==> src/rtl/pixel_source_selector.sv <==
// pixel_source_selector: drains N FWFT pixel FIFOs, tracks per-source frame lock, and routes locked sources to bg/fg
module pixel_source_selector #(
  parameter int NUM_SOURCES    = 2,
  parameter int SEL_WIDTH      = 1,
  parameter int PRECISION      = 11,
  parameter int PIXEL_SIZE     = 16,
  parameter int WORD_W         = 2*PRECISION+PIXEL_SIZE,
  parameter int TIMEOUT_CYCLES = 4096,
  parameter int TIMEOUT_WIDTH  = 13,
  parameter int DEFAULT_BG     = 1,
  parameter int DEFAULT_FG     = 0
) (
  input  logic                          clk,
  input  logic                          rst,
  input  logic [NUM_SOURCES*WORD_W-1:0] src_data,
  input  logic [NUM_SOURCES-1:0]        src_empty,
  output logic [NUM_SOURCES-1:0]        src_read,
  input  logic [SEL_WIDTH-1:0]          bg_select,
  input  logic [SEL_WIDTH-1:0]          fg_select,
  output logic [PRECISION-1:0]          bg_x,
  output logic [PRECISION-1:0]          bg_y,
  output logic [PIXEL_SIZE-1:0]         bg_data,
  output logic                          bg_valid,
  output logic [PRECISION-1:0]          fg_x,
  output logic [PRECISION-1:0]          fg_y,
  output logic [PIXEL_SIZE-1:0]         fg_data,
  output logic                          fg_valid,
  input  logic                          fg_ready,
  output logic [NUM_SOURCES-1:0]        src_locked,
  output logic [SEL_WIDTH-1:0]          active_bg,
  output logic [SEL_WIDTH-1:0]          active_fg
);
  typedef enum logic {UNLOCKED, LOCKED} lock_t;
  localparam logic [TIMEOUT_WIDTH-1:0] TMO = TIMEOUT_WIDTH'(TIMEOUT_CYCLES);
  localparam logic [SEL_WIDTH:0] NS = (SEL_WIDTH+1)'(NUM_SOURCES);
  lock_t state_q [NUM_SOURCES];
  lock_t state_n [NUM_SOURCES];
  logic [TIMEOUT_WIDTH-1:0] cnt_q [NUM_SOURCES];
  logic [TIMEOUT_WIDTH-1:0] cnt_n [NUM_SOURCES];
  logic [SEL_WIDTH-1:0] pend_bg_q, pend_fg_q, pend_bg, pend_fg, bg_src, fg_src;
  logic [NUM_SOURCES-1:0] origin, fg_cand, pop, fwd;
  logic fg_room, bg_sw, fg_sw, bg_fwd, fg_load;
  logic [WORD_W-1:0] bg_word, fg_word;
  assign src_read = pop;
  always_comb begin
    pend_bg = {1'b0, bg_select} < NS ? bg_select : pend_bg_q;
    pend_fg = {1'b0, fg_select} < NS ? fg_select : pend_fg_q;
    fg_room = !fg_valid || fg_ready;
    bg_sw = 1'b0;
    fg_sw = 1'b0;
    for (int i = 0; i < NUM_SOURCES; i++) begin
      origin[i] = src_data[i*WORD_W+PIXEL_SIZE +: 2*PRECISION] == '0;
      // a pending fg source's frame-start word must wait for fg room, or it would be lost
      fg_cand[i] = active_fg == SEL_WIDTH'(i) || (pend_fg == SEL_WIDTH'(i) && origin[i]);
      pop[i] = !rst && !src_empty[i] && (!fg_cand[i] || fg_room);
      fwd[i] = pop[i] && (state_q[i] == LOCKED || origin[i]);
      if (pend_bg == SEL_WIDTH'(i) && pend_bg != active_bg && pop[i] && origin[i]) bg_sw = 1'b1;
      if (pend_fg == SEL_WIDTH'(i) && pend_fg != active_fg && pop[i] && origin[i]) fg_sw = 1'b1;
      cnt_n[i] = pop[i] ? '0 : cnt_q[i] == TMO ? cnt_q[i] : cnt_q[i] + TIMEOUT_WIDTH'(1);
      state_n[i] = pop[i] && origin[i] ? LOCKED : cnt_n[i] == TMO ? UNLOCKED : state_q[i];
      src_locked[i] = state_q[i] == LOCKED;
    end
    bg_src = bg_sw ? pend_bg : active_bg;
    fg_src = fg_sw ? pend_fg : active_fg;
    bg_fwd = 1'b0;
    fg_load = 1'b0;
    bg_word = '0;
    fg_word = '0;
    for (int i = 0; i < NUM_SOURCES; i++) begin
      if (bg_src == SEL_WIDTH'(i) && fwd[i]) begin
        bg_fwd = 1'b1;
        bg_word = src_data[i*WORD_W +: WORD_W];
      end
      if (fg_src == SEL_WIDTH'(i) && fwd[i]) begin
        fg_load = 1'b1;
        fg_word = src_data[i*WORD_W +: WORD_W];
      end
    end
  end
  always_ff @(posedge clk) begin
    if (rst) begin
      for (int i = 0; i < NUM_SOURCES; i++) begin
        state_q[i] <= UNLOCKED;
        cnt_q[i] <= '0;
      end
      pend_bg_q <= SEL_WIDTH'(DEFAULT_BG);
      pend_fg_q <= SEL_WIDTH'(DEFAULT_FG);
      active_bg <= SEL_WIDTH'(DEFAULT_BG);
      active_fg <= SEL_WIDTH'(DEFAULT_FG);
      bg_valid <= 1'b0;
      fg_valid <= 1'b0;
      {bg_x, bg_y, bg_data} <= '0;
      {fg_x, fg_y, fg_data} <= '0;
    end else begin
      for (int i = 0; i < NUM_SOURCES; i++) begin
        state_q[i] <= state_n[i];
        cnt_q[i] <= cnt_n[i];
      end
      pend_bg_q <= pend_bg;
      pend_fg_q <= pend_fg;
      if (bg_sw) active_bg <= pend_bg;
      if (fg_sw) active_fg <= pend_fg;
      bg_valid <= bg_fwd;
      if (bg_fwd) {bg_x, bg_y, bg_data} <= bg_word;
      if (fg_load) begin
        fg_valid <= 1'b1;
        {fg_x, fg_y, fg_data} <= fg_word;
      end else if (fg_ready) begin
        fg_valid <= 1'b0;
      end
    end
  end
endmodule
==> config.mk <==
export PLATFORM = sky130hd
export DESIGN_NAME = pixel_source_selector
export DESIGN_NICKNAME = d
export VERILOG_FILES = /design/src/rtl/pixel_source_selector.sv
export SDC_FILE = /design/constraint.sdc
export NUM_CORES = 1
export LEC_CHECK = 0
export CELL_PAD_IN_SITES_DETAIL_PLACEMENT = 1
export CELL_PAD_IN_SITES_GLOBAL_PLACEMENT = 1
export CORE_ASPECT_RATIO = 1.5
export CORE_UTILIZATION = 33
export DETAILED_ROUTE_END_ITERATION = 7
export PLACE_DENSITY_LB_ADDON = 0.1
export SLEW_MARGIN = 20
export SYNTH_ARGS = -nofsm -noshare
export SYNTH_HDL_FRONTEND = slang
export SYNTH_SLANG_ARGS = --single-unit
==> constraint.sdc <==
create_clock -name clk -period 3.4 [get_ports clk]
set_clock_uncertainty 0.15 [all_clocks]
set_input_delay 0.68 -clock clk [delete_from_list [all_inputs] [get_ports clk]]
set_output_delay 0.68 -clock clk [all_outputs]
set_load 0.1 [all_outputs]
==> impl_metrics.yaml <==
synthesis:
  synth_flop_cell: "dfxtp_1"
  synthAdderAreaFrac_pct: 0.9438
  synth_compound_area_share_pct: 24.99
  synthDistinctLibCells: 52
  syn-cell-area_mm2: 0.005303
  syn_nets: 688
  synthArstFlopShare_pct: 0
  synth_edf_count: 0
  ys_seq_elements: 108
  ys_warn_count: 0
  synth_top_family_by_area: "compound AO/OA/AOI/OAI gates"
  synthSimpleGateAreaFrac_pct: 23.50
  synthCells: 601
  synth_xor_area_share_pct: 4.625
  ys_seq_area_share_pct: 40.77
  synthMuxAreaShare_pct: 0
  syn_avg_cell_area_um2: 8.823
global_routing:
  grt_antenna_before_repair: 0
  grt_first_pass_wirelength_um: 28950
  grt-ovfl-total: 0
  grt_use_total_pct: 22.21
  first_global_vias: 5501
  grt_max_degree: 44
clocking:
  clock_latency_ns: 0.34
  post_cts_buffers: 0
  clock_sinks: 108
  clock_path_buffers: 2
  h-tree-depth: 3
  cts_hold_buf: 0
  cts-root-buf: "clkbuf_16"
  cts_buffers: 9
  cts_tree: "built"
  clk_pin_slew_ns: 0.08
floorplan:
  die_h_um: 157.3
  start_util_pct: 33.79
  rows: 56
  io_pins: 167
  die_width_um: 105.5
  dieArea_mm2: 0.01659
  core_mm2: 0.01570
sta:
  fin_crit_sh_pct: 98.50
  tightestPinTransition_ns: 0.6441
  setup_ws_ns: 0.05104
  rsz0062_at_grt: "false"
  finalSetupViolCount: 0
  period_minus_slack_ns: 3.349
  fmax_mhz: 298.6
  hold_viol_final: 0
  slew_headroom_pct: 56.67
  slew_violations: 0
routing:
  drt_iter0_drc: 202
  met1Wirelength_um: 7543
  route.detailed.drc: 0
  viasPerCell: 5.328
  wl_per_cell_um: 18.72
  finalWirelength_um: 18010
  firstDrtPassIters: 4
  antenna_left: 0
  via_count: 5126
  met3_length_um: 876
  top_layer_used: "met4"
  dr_wl_met2_um: 9108
setup_path:
  cpMostUsedCell: "buf_4"
  worstSetupStartpointType: "input port"
  path_cells: "clkdlybuf4s50_1 -> nor4_2 -> buf_4 -> nand4_2 -> buf_4 -> o21ai_2 -> inv_1 -> buf_12"
  slowest_delay_ns: 0.48
  critPathKind: "input port to primary output"
  worstPathArrival_ns: 2.52
  worst_setup_path_end_kind: "primary output"
  critPathTopFamily: "buffers and inverters"
  worst-path-buf-inv: 5
  worst_path_max_delay_cell: "clkdlybuf4s50_1"
  worstPathRequired_ns: 2.57
  cp_max_fo: 3
place:
  io_buffers: 166
  hpwl_um: 13250
  postPlaceCellArea_mm2: 0.007048
  place_ws_ns: -0.2511
  place_inst: 946
  gp_congestion: 0.8269
power_and_ir_drop:
  total_power_mw: 2.674
  clock_power_share_pct: 43.9
  p_comb_share_pct: 8.5
  swShare_pct: 22.68
  pwr-share-seq_pct: 47.7
  p_int_mw: 2.068
  switching_power_mw: 0.6064
  p_per_area_mw_per_mm2: 361.6
  cellLeakagePower_nw: 2.691
  vdd_drop_max_mv: 0.2240
final_layout:
  layout_common_cells: "dfxtp_1 (108), buf_4 (102), clkdlybuf4s50_1 (81), nand2b_1 (79), a22oi_1 (77)"
  nNetsFinal: 841
  area_growth_pct: 39.48
  final_common_cell: "dfxtp_1"
  final_cell_area_mm2: 0.007396
  antenna_cells: 0
  fill_cells: 1863
  drive_gt1_share_pct: 22.53
  final_cells: 962
outcome:
  status: "complete, no violations"
hold_path:
  hold_path_class: "flop to flop"
run:
  drv_cap: 0
-- metrics by stage --
step,TNS (ns),utilization (%),hold WS (ns)
after global placement,-5.904,44.91,0.3046
after detailed placement,-15.19,44.91,0.3108
final,0,47.12,0.3232
after floorplan,0,-,0.3403
after CTS,0,47.07,0.3244
after global routing,0,47.12,0.3491
-- per-layer routing --
layer  global-route usage [%]  up-vias
met5                        0        -
met4                    8.730        0
met3                    3.520       28
met2                    39.91      161
met1                    26.35     2469
li1                         -     2468
-- state kept, by name, indices dropped and copies added (netlist names) --
name and cells:
active_bg 1, active_fg 1, bg_data 16, bg_valid 1, bg_x 11, bg_y 11
cnt_q 26, fg_data 16, fg_valid 1, fg_x 11, fg_y 11, state_q 2
-- repair_timing --
action / CTS / global route
setup endpoints to repair: 1 / 1
gates resized for setup: 1 / 1
pin swaps: 0 / 0
-- power groups by stage --
stage	clock network (mW)	registers [mW]	logic [mW]
floorplan	0	1.30	0.0696
global placement	0	1.30	0.223
detailed placement	0	1.30	0.224
CTS	1.21	1.27	0.227
global route	1.26	1.28	0.243
finish	1.17	1.27	0.227
-- worst reg2reg max path, stage by stage, from the launching register on --
cell and delay (ns):
dfxtp_1 0.37, inv_1 0.11, ha_1 0.16, nor3b_1 0.17, nand4_1 0.31, a211o_1 0.38, a2111oi_0 0.56, a311oi_1 0.17
-- final timing paths --
check | startpoint | end | slack (ns) | cells past startpoint
max | src_data[31] | src_read[0] | 0.05 | 8
min | bg_data[3] | bg_data[3] | 0.32 | 2
max reg2reg | cnt_q[0][0] | state_q[0][0] | 0.88 | 7
min reg2reg | bg_data[3] | bg_data[3] | 0.32 | 2
-- cell usage after synthesis, drive strengths merged (4+ instances only) --
cell    number  share of area [%]
xor2        11                1.8
nor4        13                2.3
a22oi       78                 11
and3         6               0.71
inv          7               0.50
dfxtp      108                 41
xnor2       17                2.8
ha           4               0.94
nor2b        4               0.47
nand2b      79                9.3
nor2        51                3.6
clkbuf      33                2.4
nand3        9               0.85
nand2       16                1.1
buf         16                2.3
nor3         7               0.66
nand3b       4               0.57
nand4       14                1.8
o21ai       82                9.9
nor3b        5               0.71
a21oi        7               0.66
-- cell type report --
| type | instances | area, um^2 | share of cell area (%) |
|---|---|---|---|
| clock buffers | 10 | 239.0 | 3.231 |
| clock inverters | 6 | 93.84 | 1.269 |
| inverters | 7 | 26.28 | 0.3553 |
| multi-input cells | 437 | 2899 | 39.20 |
| flip-flops and latches | 108 | 2162 | 29.23 |
| well taps | 203 | 254.0 | 3.434 |
| repair buffers | 191 | 1722 | 23.28 |
-- cell families (layout without fill, tap and decap cells) --
kind of cell	count (synthesis)	in the layout
buf+inv	56	214
xor+xnor	28	28
fa+ha+maj	4	4
simple gates	217	217
flops	108	108
compound gates	188	188
Power figures use the tool's default switching activity.
